`src/rtl/cpu_axi_arbiter_pkg.sv`:
```
// Shared types and constants for the instruction/data AXI3 arbiter.
// FSM encodings, tied AXI field values and the request-size helper live here.
package cpu_axi_arbiter_pkg;

  localparam int ADDR_W = 32;
  localparam int DATA_W = 32;
  localparam int STRB_W = DATA_W / 8;

  localparam logic [3:0] ID_INST    = 4'd0;
  localparam logic [3:0] ID_DATA    = 4'd1;
  localparam logic [1:0] BURST_INCR = 2'b01;
  localparam logic [2:0] SIZE_WORD  = 3'd2;

  typedef enum logic [2:0] {
    S_IDLE = 3'd0,
    S_AR   = 3'd1,
    S_R    = 3'd2,
    S_AWW  = 3'd3,
    S_B    = 3'd4,
    S_DONE = 3'd5
  } state_t;

  typedef enum logic {
    OWN_INST = 1'b0,
    OWN_DATA = 1'b1
  } owner_t;

  // Instruction fetches are always full words; data requests carry their own size.
  function automatic logic [2:0] grant_size(input logic is_data, input logic [1:0] size);
    return is_data ? {1'b0, size} : SIZE_WORD;
  endfunction

endpackage

```
`src/rtl/cpu_axi_arbiter_if.sv`:
```
// Bundle of the two sram-like requester ports and the single AXI3 master port.
// master: the arbiter's view; slave: the core + interconnect environment.
interface cpu_axi_arbiter_if;
  import cpu_axi_arbiter_pkg::*;

  logic              inst_req;
  logic [ADDR_W-1:0] inst_addr;
  logic              inst_addr_ok;
  logic              inst_data_ok;
  logic [DATA_W-1:0] inst_rdata;

  logic              data_req;
  logic              data_wr;
  logic [1:0]        data_size;
  logic [STRB_W-1:0] data_wstrb;
  logic [ADDR_W-1:0] data_addr;
  logic [DATA_W-1:0] data_wdata;
  logic              data_addr_ok;
  logic              data_data_ok;
  logic [DATA_W-1:0] data_rdata;

  logic [3:0]        arid;
  logic [ADDR_W-1:0] araddr;
  logic [3:0]        arlen;
  logic [2:0]        arsize;
  logic [1:0]        arburst;
  logic [1:0]        arlock;
  logic [3:0]        arcache;
  logic [2:0]        arprot;
  logic              arvalid;
  logic              arready;

  logic [DATA_W-1:0] rdata;
  logic              rvalid;
  logic              rready;

  logic [3:0]        awid;
  logic [ADDR_W-1:0] awaddr;
  logic [3:0]        awlen;
  logic [2:0]        awsize;
  logic [1:0]        awburst;
  logic [1:0]        awlock;
  logic [3:0]        awcache;
  logic [2:0]        awprot;
  logic              awvalid;
  logic              awready;

  logic [3:0]        wid;
  logic [DATA_W-1:0] wdata;
  logic [STRB_W-1:0] wstrb;
  logic              wlast;
  logic              wvalid;
  logic              wready;

  logic              bvalid;
  logic              bready;

  modport master (
    input  inst_req, inst_addr,
    output inst_addr_ok, inst_data_ok, inst_rdata,
    input  data_req, data_wr, data_size, data_wstrb, data_addr, data_wdata,
    output data_addr_ok, data_data_ok, data_rdata,
    output arid, araddr, arlen, arsize, arburst, arlock, arcache, arprot, arvalid,
    input  arready,
    input  rdata, rvalid,
    output rready,
    output awid, awaddr, awlen, awsize, awburst, awlock, awcache, awprot, awvalid,
    input  awready,
    output wid, wdata, wstrb, wlast, wvalid,
    input  wready,
    input  bvalid,
    output bready
  );

  modport slave (
    output inst_req, inst_addr,
    input  inst_addr_ok, inst_data_ok, inst_rdata,
    output data_req, data_wr, data_size, data_wstrb, data_addr, data_wdata,
    input  data_addr_ok, data_data_ok, data_rdata,
    input  arid, araddr, arlen, arsize, arburst, arlock, arcache, arprot, arvalid,
    output arready,
    output rdata, rvalid,
    input  rready,
    input  awid, awaddr, awlen, awsize, awburst, awlock, awcache, awprot, awvalid,
    output awready,
    input  wid, wdata, wstrb, wlast, wvalid,
    output wready,
    output bvalid,
    input  bready
  );

endinterface

```
`src/rtl/cpu_axi_arbiter.sv`:
```
// One-outstanding, single-beat arbiter from the core's inst/data sram-like ports onto AXI3.
// Data has fixed priority; each granted request runs AR/R or AW+W/B, then pulses data_ok.
module cpu_axi_arbiter
  import cpu_axi_arbiter_pkg::*;
(
  input  logic              clk,
  input  logic              rst,
  cpu_axi_arbiter_if.master bus,
  output state_t            o_state
);

  // Handshakes: a channel transfers on the rising edge where valid && ready are both 1;
  // a valid, once raised, holds its payload stable and stays up until that edge.
  state_t            r_state;
  state_t            w_state_nxt;
  owner_t            r_owner;
  logic [ADDR_W-1:0] r_addr;
  logic [2:0]        r_size;
  logic [STRB_W-1:0] r_wstrb;
  logic [DATA_W-1:0] r_wdata;
  logic              r_aw_done;
  logic              r_w_done;
  logic [DATA_W-1:0] r_inst_rdata;
  logic [DATA_W-1:0] r_data_rdata;

  logic w_grant;
  logic w_grant_data;
  logic w_inst_addr_ok;
  logic w_data_addr_ok;
  logic w_inst_data_ok;
  logic w_data_data_ok;
  logic w_arvalid;
  logic w_rready;
  logic w_awvalid;
  logic w_wvalid;
  logic w_bready;
  logic w_aw_fire;
  logic w_w_fire;

  assign w_aw_fire = w_awvalid && bus.awready;
  assign w_w_fire  = w_wvalid  && bus.wready;

  always_comb begin
    w_state_nxt    = r_state;
    w_grant        = 1'b0;
    w_grant_data   = 1'b0;
    w_inst_addr_ok = 1'b0;
    w_data_addr_ok = 1'b0;
    w_inst_data_ok = 1'b0;
    w_data_data_ok = 1'b0;
    w_arvalid      = 1'b0;
    w_rready       = 1'b0;
    w_awvalid      = 1'b0;
    w_wvalid       = 1'b0;
    w_bready       = 1'b0;
    case (r_state)
      S_IDLE: begin
        if (bus.data_req) begin
          w_grant        = 1'b1;
          w_grant_data   = 1'b1;
          w_data_addr_ok = 1'b1;
          w_state_nxt    = bus.data_wr ? S_AWW : S_AR;
        end else if (bus.inst_req) begin
          w_grant        = 1'b1;
          w_inst_addr_ok = 1'b1;
          w_state_nxt    = S_AR;
        end
      end
      S_AR: begin
        w_arvalid = 1'b1;
        if (bus.arready) w_state_nxt = S_R;
      end
      S_R: begin
        w_rready = 1'b1;
        if (bus.rvalid) w_state_nxt = S_DONE;
      end
      S_AWW: begin
        // AW and W complete independently; leave once both have transferred.
        w_awvalid = !r_aw_done;
        w_wvalid  = !r_w_done;
        if ((r_aw_done || w_aw_fire) && (r_w_done || w_w_fire)) w_state_nxt = S_B;
      end
      S_B: begin
        w_bready = 1'b1;
        if (bus.bvalid) w_state_nxt = S_DONE;
      end
      S_DONE: begin
        if (r_owner == OWN_DATA) w_data_data_ok = 1'b1;
        else                     w_inst_data_ok = 1'b1;
        w_state_nxt = S_IDLE;
      end
      default: w_state_nxt = S_IDLE;
    endcase
  end

  always_ff @(posedge clk or posedge rst) begin
    if (rst) begin
      r_state      <= S_IDLE;
      r_owner      <= OWN_INST;
      r_addr       <= '0;
      r_size       <= '0;
      r_wstrb      <= '0;
      r_wdata      <= '0;
      r_aw_done    <= 1'b0;
      r_w_done     <= 1'b0;
      r_inst_rdata <= '0;
      r_data_rdata <= '0;
    end else begin
      r_state <= w_state_nxt;
      if (w_grant) begin
        r_owner   <= w_grant_data ? OWN_DATA : OWN_INST;
        r_addr    <= w_grant_data ? bus.data_addr : bus.inst_addr;
        r_size    <= grant_size(w_grant_data, bus.data_size);
        r_wstrb   <= w_grant_data ? bus.data_wstrb : '0;
        r_wdata   <= w_grant_data ? bus.data_wdata : '0;
        r_aw_done <= 1'b0;
        r_w_done  <= 1'b0;
      end
      if (w_aw_fire) r_aw_done <= 1'b1;
      if (w_w_fire)  r_w_done  <= 1'b1;
      if (r_state == S_R && bus.rvalid) begin
        if (r_owner == OWN_DATA) r_data_rdata <= bus.rdata;
        else                     r_inst_rdata <= bus.rdata;
      end
    end
  end

  assign o_state = r_state;

  assign bus.inst_addr_ok = w_inst_addr_ok;
  assign bus.inst_data_ok = w_inst_data_ok;
  assign bus.inst_rdata   = r_inst_rdata;
  assign bus.data_addr_ok = w_data_addr_ok;
  assign bus.data_data_ok = w_data_data_ok;
  assign bus.data_rdata   = r_data_rdata;

  assign bus.arid    = (r_owner == OWN_DATA) ? ID_DATA : ID_INST;
  assign bus.araddr  = r_addr;
  assign bus.arlen   = 4'd0;
  assign bus.arsize  = r_size;
  assign bus.arburst = BURST_INCR;
  assign bus.arlock  = 2'd0;
  assign bus.arcache = 4'd0;
  assign bus.arprot  = 3'd0;
  assign bus.arvalid = w_arvalid;
  assign bus.rready  = w_rready;

  assign bus.awid    = ID_DATA;
  assign bus.awaddr  = r_addr;
  assign bus.awlen   = 4'd0;
  assign bus.awsize  = r_size;
  assign bus.awburst = BURST_INCR;
  assign bus.awlock  = 2'd0;
  assign bus.awcache = 4'd0;
  assign bus.awprot  = 3'd0;
  assign bus.awvalid = w_awvalid;

  assign bus.wid    = ID_DATA;
  assign bus.wdata  = r_wdata;
  assign bus.wstrb  = r_wstrb;
  assign bus.wlast  = 1'b1;
  assign bus.wvalid = w_wvalid;
  assign bus.bready = w_bready;

endmodule
```
`src/flat_wrapper.sv`:
```
// flat-port wrapper written by rule: the top's interface ports become plain ports
module cpu_axi_arbiter_flat import cpu_axi_arbiter_pkg::*;
  (clk, rst, o_state, bus_inst_req, bus_inst_addr, bus_inst_addr_ok, bus_inst_data_ok, bus_inst_rdata, bus_data_req, bus_data_wr, bus_data_size, bus_data_wstrb, bus_data_addr, bus_data_wdata, bus_data_addr_ok, bus_data_data_ok, bus_data_rdata, bus_arid, bus_araddr, bus_arlen, bus_arsize, bus_arburst, bus_arlock, bus_arcache, bus_arprot, bus_arvalid, bus_arready, bus_rdata, bus_rvalid, bus_rready, bus_awid, bus_awaddr, bus_awlen, bus_awsize, bus_awburst, bus_awlock, bus_awcache, bus_awprot, bus_awvalid, bus_awready, bus_wid, bus_wdata, bus_wstrb, bus_wlast, bus_wvalid, bus_wready, bus_bvalid, bus_bready);
  cpu_axi_arbiter_if bus_i ();
  input  logic clk;
  input  logic rst;
  output state_t o_state;
  input wire logic [$bits(bus_i.inst_req)-1:0] bus_inst_req;
  input wire logic [$bits(bus_i.inst_addr)-1:0] bus_inst_addr;
  output wire logic [$bits(bus_i.inst_addr_ok)-1:0] bus_inst_addr_ok;
  output wire logic [$bits(bus_i.inst_data_ok)-1:0] bus_inst_data_ok;
  output wire logic [$bits(bus_i.inst_rdata)-1:0] bus_inst_rdata;
  input wire logic [$bits(bus_i.data_req)-1:0] bus_data_req;
  input wire logic [$bits(bus_i.data_wr)-1:0] bus_data_wr;
  input wire logic [$bits(bus_i.data_size)-1:0] bus_data_size;
  input wire logic [$bits(bus_i.data_wstrb)-1:0] bus_data_wstrb;
  input wire logic [$bits(bus_i.data_addr)-1:0] bus_data_addr;
  input wire logic [$bits(bus_i.data_wdata)-1:0] bus_data_wdata;
  output wire logic [$bits(bus_i.data_addr_ok)-1:0] bus_data_addr_ok;
  output wire logic [$bits(bus_i.data_data_ok)-1:0] bus_data_data_ok;
  output wire logic [$bits(bus_i.data_rdata)-1:0] bus_data_rdata;
  output wire logic [$bits(bus_i.arid)-1:0] bus_arid;
  output wire logic [$bits(bus_i.araddr)-1:0] bus_araddr;
  output wire logic [$bits(bus_i.arlen)-1:0] bus_arlen;
  output wire logic [$bits(bus_i.arsize)-1:0] bus_arsize;
  output wire logic [$bits(bus_i.arburst)-1:0] bus_arburst;
  output wire logic [$bits(bus_i.arlock)-1:0] bus_arlock;
  output wire logic [$bits(bus_i.arcache)-1:0] bus_arcache;
  output wire logic [$bits(bus_i.arprot)-1:0] bus_arprot;
  output wire logic [$bits(bus_i.arvalid)-1:0] bus_arvalid;
  input wire logic [$bits(bus_i.arready)-1:0] bus_arready;
  input wire logic [$bits(bus_i.rdata)-1:0] bus_rdata;
  input wire logic [$bits(bus_i.rvalid)-1:0] bus_rvalid;
  output wire logic [$bits(bus_i.rready)-1:0] bus_rready;
  output wire logic [$bits(bus_i.awid)-1:0] bus_awid;
  output wire logic [$bits(bus_i.awaddr)-1:0] bus_awaddr;
  output wire logic [$bits(bus_i.awlen)-1:0] bus_awlen;
  output wire logic [$bits(bus_i.awsize)-1:0] bus_awsize;
  output wire logic [$bits(bus_i.awburst)-1:0] bus_awburst;
  output wire logic [$bits(bus_i.awlock)-1:0] bus_awlock;
  output wire logic [$bits(bus_i.awcache)-1:0] bus_awcache;
  output wire logic [$bits(bus_i.awprot)-1:0] bus_awprot;
  output wire logic [$bits(bus_i.awvalid)-1:0] bus_awvalid;
  input wire logic [$bits(bus_i.awready)-1:0] bus_awready;
  output wire logic [$bits(bus_i.wid)-1:0] bus_wid;
  output wire logic [$bits(bus_i.wdata)-1:0] bus_wdata;
  output wire logic [$bits(bus_i.wstrb)-1:0] bus_wstrb;
  output wire logic [$bits(bus_i.wlast)-1:0] bus_wlast;
  output wire logic [$bits(bus_i.wvalid)-1:0] bus_wvalid;
  input wire logic [$bits(bus_i.wready)-1:0] bus_wready;
  input wire logic [$bits(bus_i.bvalid)-1:0] bus_bvalid;
  output wire logic [$bits(bus_i.bready)-1:0] bus_bready;
  assign bus_i.inst_req = bus_inst_req;
  assign bus_i.inst_addr = bus_inst_addr;
  assign bus_inst_addr_ok = bus_i.inst_addr_ok;
  assign bus_inst_data_ok = bus_i.inst_data_ok;
  assign bus_inst_rdata = bus_i.inst_rdata;
  assign bus_i.data_req = bus_data_req;
  assign bus_i.data_wr = bus_data_wr;
  assign bus_i.data_size = bus_data_size;
  assign bus_i.data_wstrb = bus_data_wstrb;
  assign bus_i.data_addr = bus_data_addr;
  assign bus_i.data_wdata = bus_data_wdata;
  assign bus_data_addr_ok = bus_i.data_addr_ok;
  assign bus_data_data_ok = bus_i.data_data_ok;
  assign bus_data_rdata = bus_i.data_rdata;
  assign bus_arid = bus_i.arid;
  assign bus_araddr = bus_i.araddr;
  assign bus_arlen = bus_i.arlen;
  assign bus_arsize = bus_i.arsize;
  assign bus_arburst = bus_i.arburst;
  assign bus_arlock = bus_i.arlock;
  assign bus_arcache = bus_i.arcache;
  assign bus_arprot = bus_i.arprot;
  assign bus_arvalid = bus_i.arvalid;
  assign bus_i.arready = bus_arready;
  assign bus_i.rdata = bus_rdata;
  assign bus_i.rvalid = bus_rvalid;
  assign bus_rready = bus_i.rready;
  assign bus_awid = bus_i.awid;
  assign bus_awaddr = bus_i.awaddr;
  assign bus_awlen = bus_i.awlen;
  assign bus_awsize = bus_i.awsize;
  assign bus_awburst = bus_i.awburst;
  assign bus_awlock = bus_i.awlock;
  assign bus_awcache = bus_i.awcache;
  assign bus_awprot = bus_i.awprot;
  assign bus_awvalid = bus_i.awvalid;
  assign bus_i.awready = bus_awready;
  assign bus_wid = bus_i.wid;
  assign bus_wdata = bus_i.wdata;
  assign bus_wstrb = bus_i.wstrb;
  assign bus_wlast = bus_i.wlast;
  assign bus_wvalid = bus_i.wvalid;
  assign bus_i.wready = bus_wready;
  assign bus_i.bvalid = bus_bvalid;
  assign bus_bready = bus_i.bready;
  cpu_axi_arbiter u_core (.clk(clk), .rst(rst), .bus(bus_i), .o_state(o_state));
endmodule
```
`config.mk`:
```
export PLATFORM = sky130hd
export DESIGN_NAME = cpu_axi_arbiter_flat
export DESIGN_NICKNAME = d
export VERILOG_FILES = /design/src/rtl/cpu_axi_arbiter_pkg.sv /design/src/rtl/cpu_axi_arbiter_if.sv /design/src/rtl/cpu_axi_arbiter.sv /design/src/flat_wrapper.sv
export SDC_FILE = /design/constraint.sdc
export NUM_CORES = 1
export LEC_CHECK = 0
export BUFFER_PORTS_ARGS = -buffer_cell sky130_fd_sc_hd__buf_2
export CAP_MARGIN = 20
export CORE_AREA = 2 2 145 147
export DETAILED_ROUTE_END_ITERATION = 6
export DIE_AREA = 0 0 147 149
export PLACE_DENSITY = 0.63
export REMOVE_ABC_BUFFERS = 1
export SLEW_MARGIN = 20
export SYNTH_ARGS = -nofsm -noshare
export SYNTH_HDL_FRONTEND = slang
export SYNTH_SLANG_ARGS = --single-unit
```
`constraint.sdc`:
```
create_clock -name clk -period 7.8 [get_ports clk]
set_input_delay 1.17 -clock clk [delete_from_list [all_inputs] [get_ports clk]]
set_output_delay 1.17 -clock clk [all_outputs]
set_load 0.1 [all_outputs]
```
==> summary.md, run 1 <==
| Metric | Value |
|---|---|
| Routed WL per cell | approximately 15 µm |
| Primary flip-flop cell chosen by synthesis mapping | sky130_fd_sc_hd__dfrtp_1 |
| Worst slew pin tran | 1.03 ns |
| Number of buffers inserted by post-CTS setup repair | 0 |
| Slew Limit Headroom | between 30 and 40% |
| Number of antenna violations at the first check in global routing | 0 |
| Full die area | ~0.022 mm² |
| Number of vias in the routed layout | 4542 |
| Clock latency reported for the late side of the worst-skew pair | ~0.41 ns |
| Main area contributors after synthesis | sky130_fd_sc_hd__dfrtp_1 (57%), sky130_fd_sc_hd__mux2_1 (11%), sky130_fd_sc_hd__buf_4 (9.6%) |
| Vias per std cell | ~4.3 |
| Post-synth EDFFs | 0 |
| Die span in y | around 150 µm |
| Cts repair resizes | 0 |
| Net count reported at finish | approximately 900 |
| Highest clock rate | ~0.27 GHz |
| Clk root buf | sky130_fd_sc_hd__clkbuf_16 |
| Final max-slew violation count | 0 |
| Count of synthesis-stage warnings from yosys | 0 |
| DRC violations left | 0 |
| Proportion of netlist area held by the largest area contributor | approximately 57% |
| Final worst path period share | a little under half |
| Number of buffers inserted by port buffering | about 320 |
| Critical Path Start Type | flop |
| Detailed Place HPWL | between 10000 and 15000 µm |
| Util after Layout | between 40 and 50% |
| Initial standard-cell utilization of the core | between 30% and 40% |
| Cell area after placement | 0.00762 mm² |
| Final Hold Fails | 0 |
| Area growth from synthesis to layout | 32.9% |
| Routed wire length | around 16000 µm |
| Number of antenna cells inserted | 0 |
| Worst-path fanout max | 25 |
| Unrepaired setup endpoints after global routing | false |
| Count of mapped cells out of synthesis | between 400 and 500 |
| Avg Synthesized Cell Area | around 13 µm² |
| Sequential element share of the synthesized area | between 50% and 60% |
| Maximum number of pins on one net before global-route repair | slightly above 90 |
| Type of the most critical hold path | flop to flop |
| Proportion of layout cells with a drive suffix above 1 | between 40% and 50% |
| Critical setup path kind | flop to primary output |
| Maxcap violations | 0 |
| Remaining antenna violation count after routing | 0 |
| Die extent in x | 147 µm |
| Clock transition at path regs | approximately 0.06 ns |
| Setup skew after layout | between 0.007 and 0.008 ns |
| Total standard cell area after synthesis | between 0.006 and 0.007 mm² |
| Synth area leader | sky130_fd_sc_hd__dfrtp_1 |
| Count of endpoints failing setup in the final report | 0 |
| CTS buffer count | 17 |
| Number of buffers inserted by hold repair at cts | 0 |
| Level count of the clock H-tree | 4 |
| Number of I/O pins | 369 |
| Clk sink count | 140 |
| Async set-or-reset flop fraction in the synthesized netlist | between 90% and 100% |
| Violation count after the first detailed-routing iteration | 137 |
| Number of different library cells in the post-synthesis netlist | 35 |
| Core Rows | 53 |
| Total global routing track utilization | approximately 14% |
| Flip-flop and latch count after synthesis | 140 |
| Clock period minus final worst setup slack | 3.70 ns |
| WP data arrival | ~2.5 ns |
| CP endpoint kind | primary output |
| Floorplan Core Area | about 0.021 mm² |
| WP data required | between 6 and 7 ns |
| Total negative setup slack | 0 ns |
| Global-route wire length before repair | ~24000 µm |
| Detailed-router iteration count before antenna repair | 4 |
| Global-route congestion overflow total | 0 |
| Number of global-route vias before repair | roughly 4400 |
| CTS tree | built |
| Clock tree buffer depth | 2 |
| Final Wtd Congestion | around 0.79 |
| Run status | finished clean |
| Final instance area | 0.00823 mm² |
cells by family after synthesis:
family	after synthesis	share of synthesized area, %
xor+xnor	1	0.141
buf+inv	110	12.2
other cells	2	0.121
mux	97	17.0
flops	140	56.5
compound gates	81	9.13
simple gates	60	4.91
final cells by class:
type | count | area [µm²]
fillers | 2041 | 12300
flip-flops and latches | 140 | 3500
multi-input cells | 283 | 2110
repair buffers | 327 | 1640
clock buffers | 20 | 457
well taps | 275 | 344
clock inverters | 12 | 160
inverters | 3 | 16.3
critical path, cell delays in order, from the launching register on:
cell and delay [ns]:
sky130_fd_sc_hd__dfrtp_1 0.54, sky130_fd_sc_hd__nor3_2 0.39, sky130_fd_sc_hd__nand2_2 0.53, sky130_fd_sc_hd__nor2_1 0.22, sky130_fd_sc_hd__buf_2 0.45
placed cells by master, fill, tap and decap left out, types with 3 or more instances in the layout:
cell	instances
sky130_fd_sc_hd__o21ai_0	33
sky130_fd_sc_hd__buf_4	3
sky130_fd_sc_hd__a21oi_1	3
sky130_fd_sc_hd__mux2_1	60
sky130_fd_sc_hd__nor2_1	6
sky130_fd_sc_hd__a22o_1	39
sky130_fd_sc_hd__dfrtp_1	140
sky130_fd_sc_hd__buf_2	324
sky130_fd_sc_hd__clkbuf_16	17
sky130_fd_sc_hd__mux2_2	5
sky130_fd_sc_hd__bufinv_16	3
sky130_fd_sc_hd__mux2i_1	32
sky130_fd_sc_hd__conb_1	44
sky130_fd_sc_hd__inv_6	5
sky130_fd_sc_hd__nand2_1	35
sky130_fd_sc_hd__nor2b_1	3
metrics by stage:
| stage | worst slack, ns | hold slack, ns | instances |
|---|---|---|---|
| floorplan | 2.88 | 0.497 | 426 |
| global placement | 4.18 | 0.464 | 1028 |
| detailed placement | 4.17 | 0.469 | 1028 |
| CTS | 4.04 | 0.483 | 1060 |
| global route | 3.88 | 0.497 | 1060 |
| finish | 4.10 | 0.477 | 1060 |
sequential cells by signal, summed over array words and instances (netlist names):
register	flops
u_core.bus.wstrb	4
u_core.o_state	3
u_core.bus.arsize	2
u_core.bus.wdata	32
u_core.r_owner	1
u_core.bus.araddr	32
u_core.r_w_done	1
u_core.bus.inst_rdata	32
u_core.r_aw_done	1
u_core.bus.data_rdata	32
per-layer routing:
| layer | wire (µm) | track usage, % | vias to the layer above | part of all wire, % |
|---|---|---|---|---|
| met5 | 0 | 0 | - | 0 |
| met4 | 337 | 6.11 | 0 | 2.1 |
| met3 | 1070 | 3.70 | 22 | 6.8 |
| li1 | - | - | 2147 | - |
| met2 | 7590 | 22.1 | 194 | 48 |
| met1 | 6750 | 18.5 | 2179 | 43 |
synthesized netlist by cell type (2+ instances only):
| master | n |
|---|---|
| sky130_fd_sc_hd__dfrtp_1 | 140 |
| sky130_fd_sc_hd__a21o_1 | 2 |
| sky130_fd_sc_hd__mux2_2 | 5 |
| sky130_fd_sc_hd__and2_1 | 2 |
| sky130_fd_sc_hd__clkbuf_1 | 7 |
| sky130_fd_sc_hd__buf_2 | 18 |
| sky130_fd_sc_hd__mux2i_1 | 32 |
| sky130_fd_sc_hd__nor2_1 | 6 |
| sky130_fd_sc_hd__nor3_1 | 2 |
| sky130_fd_sc_hd__o21ai_0 | 33 |
| sky130_fd_sc_hd__conb_1 | 2 |
| sky130_fd_sc_hd__nor2b_1 | 3 |
| sky130_fd_sc_hd__a21oi_1 | 3 |
| sky130_fd_sc_hd__buf_6 | 3 |
| sky130_fd_sc_hd__inv_1 | 3 |
| sky130_fd_sc_hd__nor3b_1 | 2 |
| sky130_fd_sc_hd__nand2_1 | 35 |
| sky130_fd_sc_hd__mux2_1 | 60 |
| sky130_fd_sc_hd__buf_4 | 79 |
| sky130_fd_sc_hd__a22o_1 | 39 |
worst paths after layout:
path / start / to / slack (ns) / cells past startpoint
max: u_core.o_state[1]$_DFFE_PP0P_ / bus_inst_addr_ok / 4.10 / 4
min: u_core.bus.inst_rdata[1]$_DFFE_PP0P_ / u_core.bus.inst_rdata[1]$_DFFE_PP0P_ / 0.48 / 1
max reg2reg: u_core.o_state[1]$_DFFE_PP0P_ / u_core.bus.araddr[11]$_DFFE_PP0P_ / 5.30 / 4
min reg2reg: u_core.bus.inst_rdata[1]$_DFFE_PP0P_ / u_core.bus.inst_rdata[1]$_DFFE_PP0P_ / 0.48 / 1
max in group asynchronous: rst / u_core.bus.wdata[25]$_DFFE_PP0P_ / 5.64 / 3
min in group asynchronous: rst / u_core.r_aw_done$_DFFE_PP0P_ / 0.85 / 2
Power of run 1 is not shown: default switching activity piles up to over one toggle a cycle in this logic, so the estimate is an artifact.
==> run 2: changes to the inputs <==
Clock period 7.8 ns to 3.8 ns, I/O delays scaled along.
==> summary.md, run 2 (synthesis results as in run 1) <==
| Metric | Value |
|---|---|
| Run status | finished clean |
| Worst slew pin tran | ~0.97 ns |
| Violation count after the first detailed-routing iteration | 142 |
| Cells on worst reg2reg path | 3 |
| Final Hold Fails | 0 |
| Crit Reg-Reg Startpoint | u_core.o_state[1]$_DFFE_PP0P_ |
| Floorplan Core Area | roughly 0.021 mm² |
| Number of buffers inserted by hold repair at cts | 0 |
| Vias per std cell | around 4.3 |
| Minimum setup slack among reg-to-reg paths | 1.39 ns |
| Commonest non-fill, non-tap cell in the layout | sky130_fd_sc_hd__buf_2 |
| # placed instances | about 1000 |
| WP data arrival | 2.25 ns |
| Type of the most critical hold path | primary input to asynchronous set/reset pin |
| Count of endpoints failing setup in the final report | 0 |
| Total global routing track utilization | between 10 and 15% |
| Level count of the clock H-tree | 4 |
| Commonest non-fill, non-tap cells in the layout | sky130_fd_sc_hd__buf_2 (324), sky130_fd_sc_hd__dfrtp_1 (140), sky130_fd_sc_hd__mux2_1 (60) |
| Number of antenna cells inserted | 0 |
| Clock latency reported for the late side of the worst-skew pair | 0.41 ns |
| Setup skew after layout | 0.00985 ns |
| Maxcap violations | 0 |
| Global-route wire length before repair | ~24000 µm |
| Global-route congestion overflow total | 0 |
| CTS tree | built |
| Routed WL per cell | 15.1 µm |
| Clock period minus final worst setup slack | 2.82 ns |
| Number of buffers inserted by post-CTS setup repair | 0 |
| Remaining antenna violation count after routing | 0 |
| Critical setup path kind | flop to primary output |
| Util after Layout | slightly above 40% |
| Detailed-router iteration count before antenna repair | 4 |
| Number of I/O pins | roughly 370 |
| Fillcell total | just over 2000 |
| CP endpoint kind | primary output |
| Core Rows | 53 |
| Initial standard-cell utilization of the core | around 30% |
| Area growth from synthesis to layout | 33.5% |
| Full die area | 0.0219 mm² |
| Number of vias in the routed layout | about 4500 |
| DRC violations left | 0 |
| Clk root buf | sky130_fd_sc_hd__clkbuf_16 |
| Worst reg2reg endpoint | u_core.bus.data_rdata[26]$_DFFE_PP0P_ |
| Detailed Place HPWL | roughly 12000 µm |
| Clock tree buffer depth | 2 |
| Clk sink count | 140 |
| Cts repair resizes | 0 |
| Worst-path fanout max | 25 |
| WP data required | between 3 and 4 ns |
| CTS buffer count | 17 |
| Final Wtd Congestion | roughly 0.84 |
| Proportion of layout cells with a drive suffix above 1 | between 40 and 50% |
| Highest clock rate | around 0.35 GHz |
| Unrepaired setup endpoints after global routing | false |
| Worst-case hold slack | around 0.13 ns |
| Maximum number of pins on one net before global-route repair | between 100 and 150 |
| Die span in y | roughly 150 µm |
| Clock transition at path regs | about 0.060 ns |
| Number of antenna violations at the first check in global routing | 0 |
| Slew Limit Headroom | between 30% and 40% |
| Die extent in x | ~150 µm |
| Final max-slew violation count | 0 |
| Number of buffers inserted by port buffering | between 300 and 400 |
| Filler-free cell count of the finished design | roughly 1100 |
| Critical Path Start Type | flop |
| Number of global-route vias before repair | about 4300 |
| Final worst path period share | 74.2% |
| Net count reported at finish | ~920 |
| Routed wire length | ~16000 µm |
run 2: changes by cell type in the layout (fill, tap and decap cells not counted), sizes merged:
cell    previous run  this run
buf              327       330
inv                7         4
clkinv             4         9
clkbuf            20        18
run 2: worst max-delay path, stage by stage (launching register included):
cell	delay [ns]
sky130_fd_sc_hd__dfrtp_1	0.54
sky130_fd_sc_hd__nor3_2	0.39
sky130_fd_sc_hd__nand2_2	0.08
sky130_fd_sc_hd__buf_4	0.27
sky130_fd_sc_hd__nor2_1	0.13
sky130_fd_sc_hd__buf_2	0.43
run 2: layer usage:
metal	vias up	track usage, %	wire [µm]
met2	174	22.2	7670
met5	-	0	0
met3	12	4.28	1040
met4	0	5.58	250
met1	2186	19.0	7050
li1	2152	-	-
run 2: through the flow:
stage	area (µm²)	TNS (ns)	worst slack, ns
after floorplan	5610	-93.18	-0.523
after global placement	7640	0	1.41
after detailed placement	7640	0	1.37
after CTS	8240	0	0.946
after global routing	8270	0	0.855
final	8270	0	0.981
run 2: how the worst max path moves through the flow:
stage               slack [ns]                               endpoint                           from
finish                    0.98                       bus_inst_addr_ok  u_core.o_state[1]$_DFFE_PP0P_
global route              0.85                       bus_inst_addr_ok  u_core.o_state[1]$_DFFE_PP0P_
CTS                       0.95                       bus_inst_addr_ok  u_core.o_state[1]$_DFFE_PP0P_
detailed placement        1.37  u_core.bus.data_rdata[26]$_DFFE_PP0P_  u_core.o_state[1]$_DFFE_PP0P_
global placement          1.41                       bus_inst_addr_ok  u_core.o_state[1]$_DFFE_PP0P_
floorplan                -0.52       u_core.bus.araddr[0]$_DFFE_PP0P_                            rst
run 2: final cells by class:
type                       count  area (µm²)  share of cell area, %
inverter                       3        16.3                  0.197
clock inverter                14         170                   2.06
sequential                   140        3500                   42.4
timing repair buffer         330        1700                   20.5
tap                          275         344                   4.16
clock buffer                  18         429                   5.19
multi-input combinational    283        2110                   25.5
Power of run 2 is left out for the same reason.
==> run 3: changes to the inputs <==
Settings changed: CORE_AREA 2 2 145 147 to 2 2 144 146, DIE_AREA 0 0 147 149 to 0 0 146 148, PLACE_DENSITY 0.63 to 0.66.
Clock period 3.8 ns to 2.3 ns, I/O delays scaled along.
==> summary.md, run 3 (synthesis results as in run 1) <==
| Metric | Value |
|---|---|
| Run status | finished clean |
| Worst slew pin tran | 0.533 ns |
| CTS tree | built |
| Highest clock rate | approximately 0.46 GHz |
| Final max-slew violation count | 0 |
| Cells on worst reg2reg path | 5 |
| Number of antenna cells inserted | 0 |
| Clock latency reported for the late side of the worst-skew pair | a little over 0.4 ns |
| Clock tree buffer depth | 2 |
| Unrepaired setup endpoints after global routing | false |
| Clock period minus final worst setup slack | around 2.2 ns |
| Number of vias in the routed layout | between 4000 and 5000 |
| Pre-CTS worst setup slack | 0.464 ns |
| Clk root buf | sky130_fd_sc_hd__clkbuf_16 |
| Core Rows | 52 |
| Total negative setup slack | 0 ns |
| Commonest non-fill, non-tap cell in the layout | sky130_fd_sc_hd__buf_2 |
| Die span in y | around 150 µm |
| Number of buffers inserted by post-CTS setup repair | 0 |
| Number of logic stages on the critical path including buffering | 3 |
| Proportion of layout cells with a drive suffix above 1 | around half |
| Worst-path fanout max | 8 |
| Number of global-route vias before repair | ~4500 |
| Count of endpoints failing setup in the final report | 0 |
| Worst path bufs/invs | 1 |
| Number of I/O pins | roughly 370 |
| Top Family by Delay on Critical Path | flip-flops |
| Critical setup path kind | flop to primary output |
| Routed WL per cell | approximately 15 µm |
| Filler-free cell count of the finished design | 1069 |
| Initial standard-cell utilization of the core | between 30% and 40% |
| Global-route wire length before repair | roughly 24000 µm |
| Violation count after the first detailed-routing iteration | between 150 and 200 |
| Series of cell instances along the critical path | nand3b_1 > nor2_1 > buf_2 |
| Remaining antenna violation count after routing | 0 |
| Full die area | 0.0216 mm² |
| Minimum setup slack among reg-to-reg paths | around 0.53 ns |
| Floorplan Core Area | 0.0200 mm² |
| Setup skew after layout | 0.0137 ns |
| Commonest non-fill, non-tap cells in the layout | sky130_fd_sc_hd__buf_2 (321), sky130_fd_sc_hd__dfrtp_1 (140), sky130_fd_sc_hd__mux2_1 (60) |
| CP endpoint kind | primary output |
| Number of instances on the worst hold path | 3 |
| Final worst setup slack | 0.135 ns |
| Final Wtd Congestion | ~0.84 |
| Detailed Place HPWL | between 10000 and 15000 µm |
| Number of buffers inserted by port buffering | 324 |
| Routed wire length | around 16000 µm |
| Clock transition at path regs | approximately 0.07 ns |
| WP data arrival | 1.82 ns |
| Die extent in x | ~150 µm |
| Maximum single-stage delay on the critical path | 0.56 ns |
| CP max-delay cell | sky130_fd_sc_hd__dfrtp_1 |
| WP data required | ~2 ns |
| Maximum number of pins on one net before global-route repair | 63 |
| Fillcell total | 1936 |
| Level count of the clock H-tree | 4 |
| Maxcap violations | 0 |
| Final Hold Fails | 0 |
| Number of antenna violations at the first check in global routing | 0 |
| CTS buffer count | 17 |
| Total global routing track utilization | roughly 14% |
| Type of the most critical hold path | primary input to flop |
| Slew Limit Headroom | between 60 and 70% |
| Clk sink count | 140 |
| Final worst path period share | a little over nine tenths |
| Area growth from synthesis to layout | 35.0% |
| # placed instances | between 1000 and 1500 |
| Detailed-router iteration count before antenna repair | 4 |
| Vias per std cell | 4.38 |
| DRC violations left | 0 |
| Critical Path Start Type | flop |
| Global-route congestion overflow total | 0 |
| Net count reported at finish | between 900 and 1000 |
run 3: changes by cell type in the layout (fill, tap and decap cells not counted), sizes merged:
cell and change:
clkinv -2, inv +2, buf +10, bufinv -2, clkbuf +2, dlygate4sd3 +1
run 3: timing repair:
| action | 4_1_cts | 5_1_grt |
|---|---|---|
| gates resized for setup | 0 | 1 |
| setup endpoints to repair | 0 | 2 |
| hold buffers | 1 | 0 |
| hold endpoints to repair | 8 | 0 |
run 3: worst paths after layout:
| check | from | end |
|---|---|---|
| max | u_core.o_state[0]$_DFFE_PP0P_ | bus_wvalid |
| min reg2reg | u_core.bus.inst_rdata[1]$_DFFE_PP0P_ | u_core.bus.inst_rdata[1]$_DFFE_PP0P_ |
| min | bus_data_addr[10] | u_core.bus.araddr[10]$_DFFE_PP0P_ |
| max in group asynchronous | rst | u_core.bus.wdata[10]$_DFFE_PP0P_ |
| min in group asynchronous | rst | u_core.bus.araddr[0]$_DFFE_PP0P_ |
| max reg2reg | u_core.o_state[1]$_DFFE_PP0P_ | u_core.bus.inst_rdata[18]$_DFFE_PP0P_ |
run 3: layer usage:
metal | GRT usage [%] | share of wire, % | wire, µm
met2 | 23.3 | 49 | 7800
met5 | 0 | 0 | 0
met3 | 3.98 | 7.0 | 1110
met1 | 17.5 | 42 | 6720
met4 | 4.85 | 1.5 | 244
run 3: cell type report:
type,count,area (µm²),share of cell area (%)
inverters,3,16.3,0.194
multi-input cells,283,2110,25.3
clock inverters,12,114,1.36
well taps,270,338,4.04
flip-flops and latches,140,3500,41.9
clock buffers,20,447,5.34
repair buffers,341,1830,21.9
run 3: tightest hold or removal path, cell delays in order:
cell	delay, ns
sky130_fd_sc_hd__buf_2	0.07
sky130_fd_sc_hd__nand2_1	0.04
sky130_fd_sc_hd__o21ai_0	0.05
run 3: per-stage QoR:
stage | hold slack (ns) | area [µm²] | utilization, %
detailed placement | 0.452 | 7790 | 38.9
finish | 0.132 | 8370 | 41.8
CTS | 0.106 | 8360 | 41.7
global route | 0.119 | 8370 | 41.8
floorplan | 0.462 | 5610 | -
global placement | 0.449 | 7790 | 38.9
Power of run 3 is left out for the same reason.
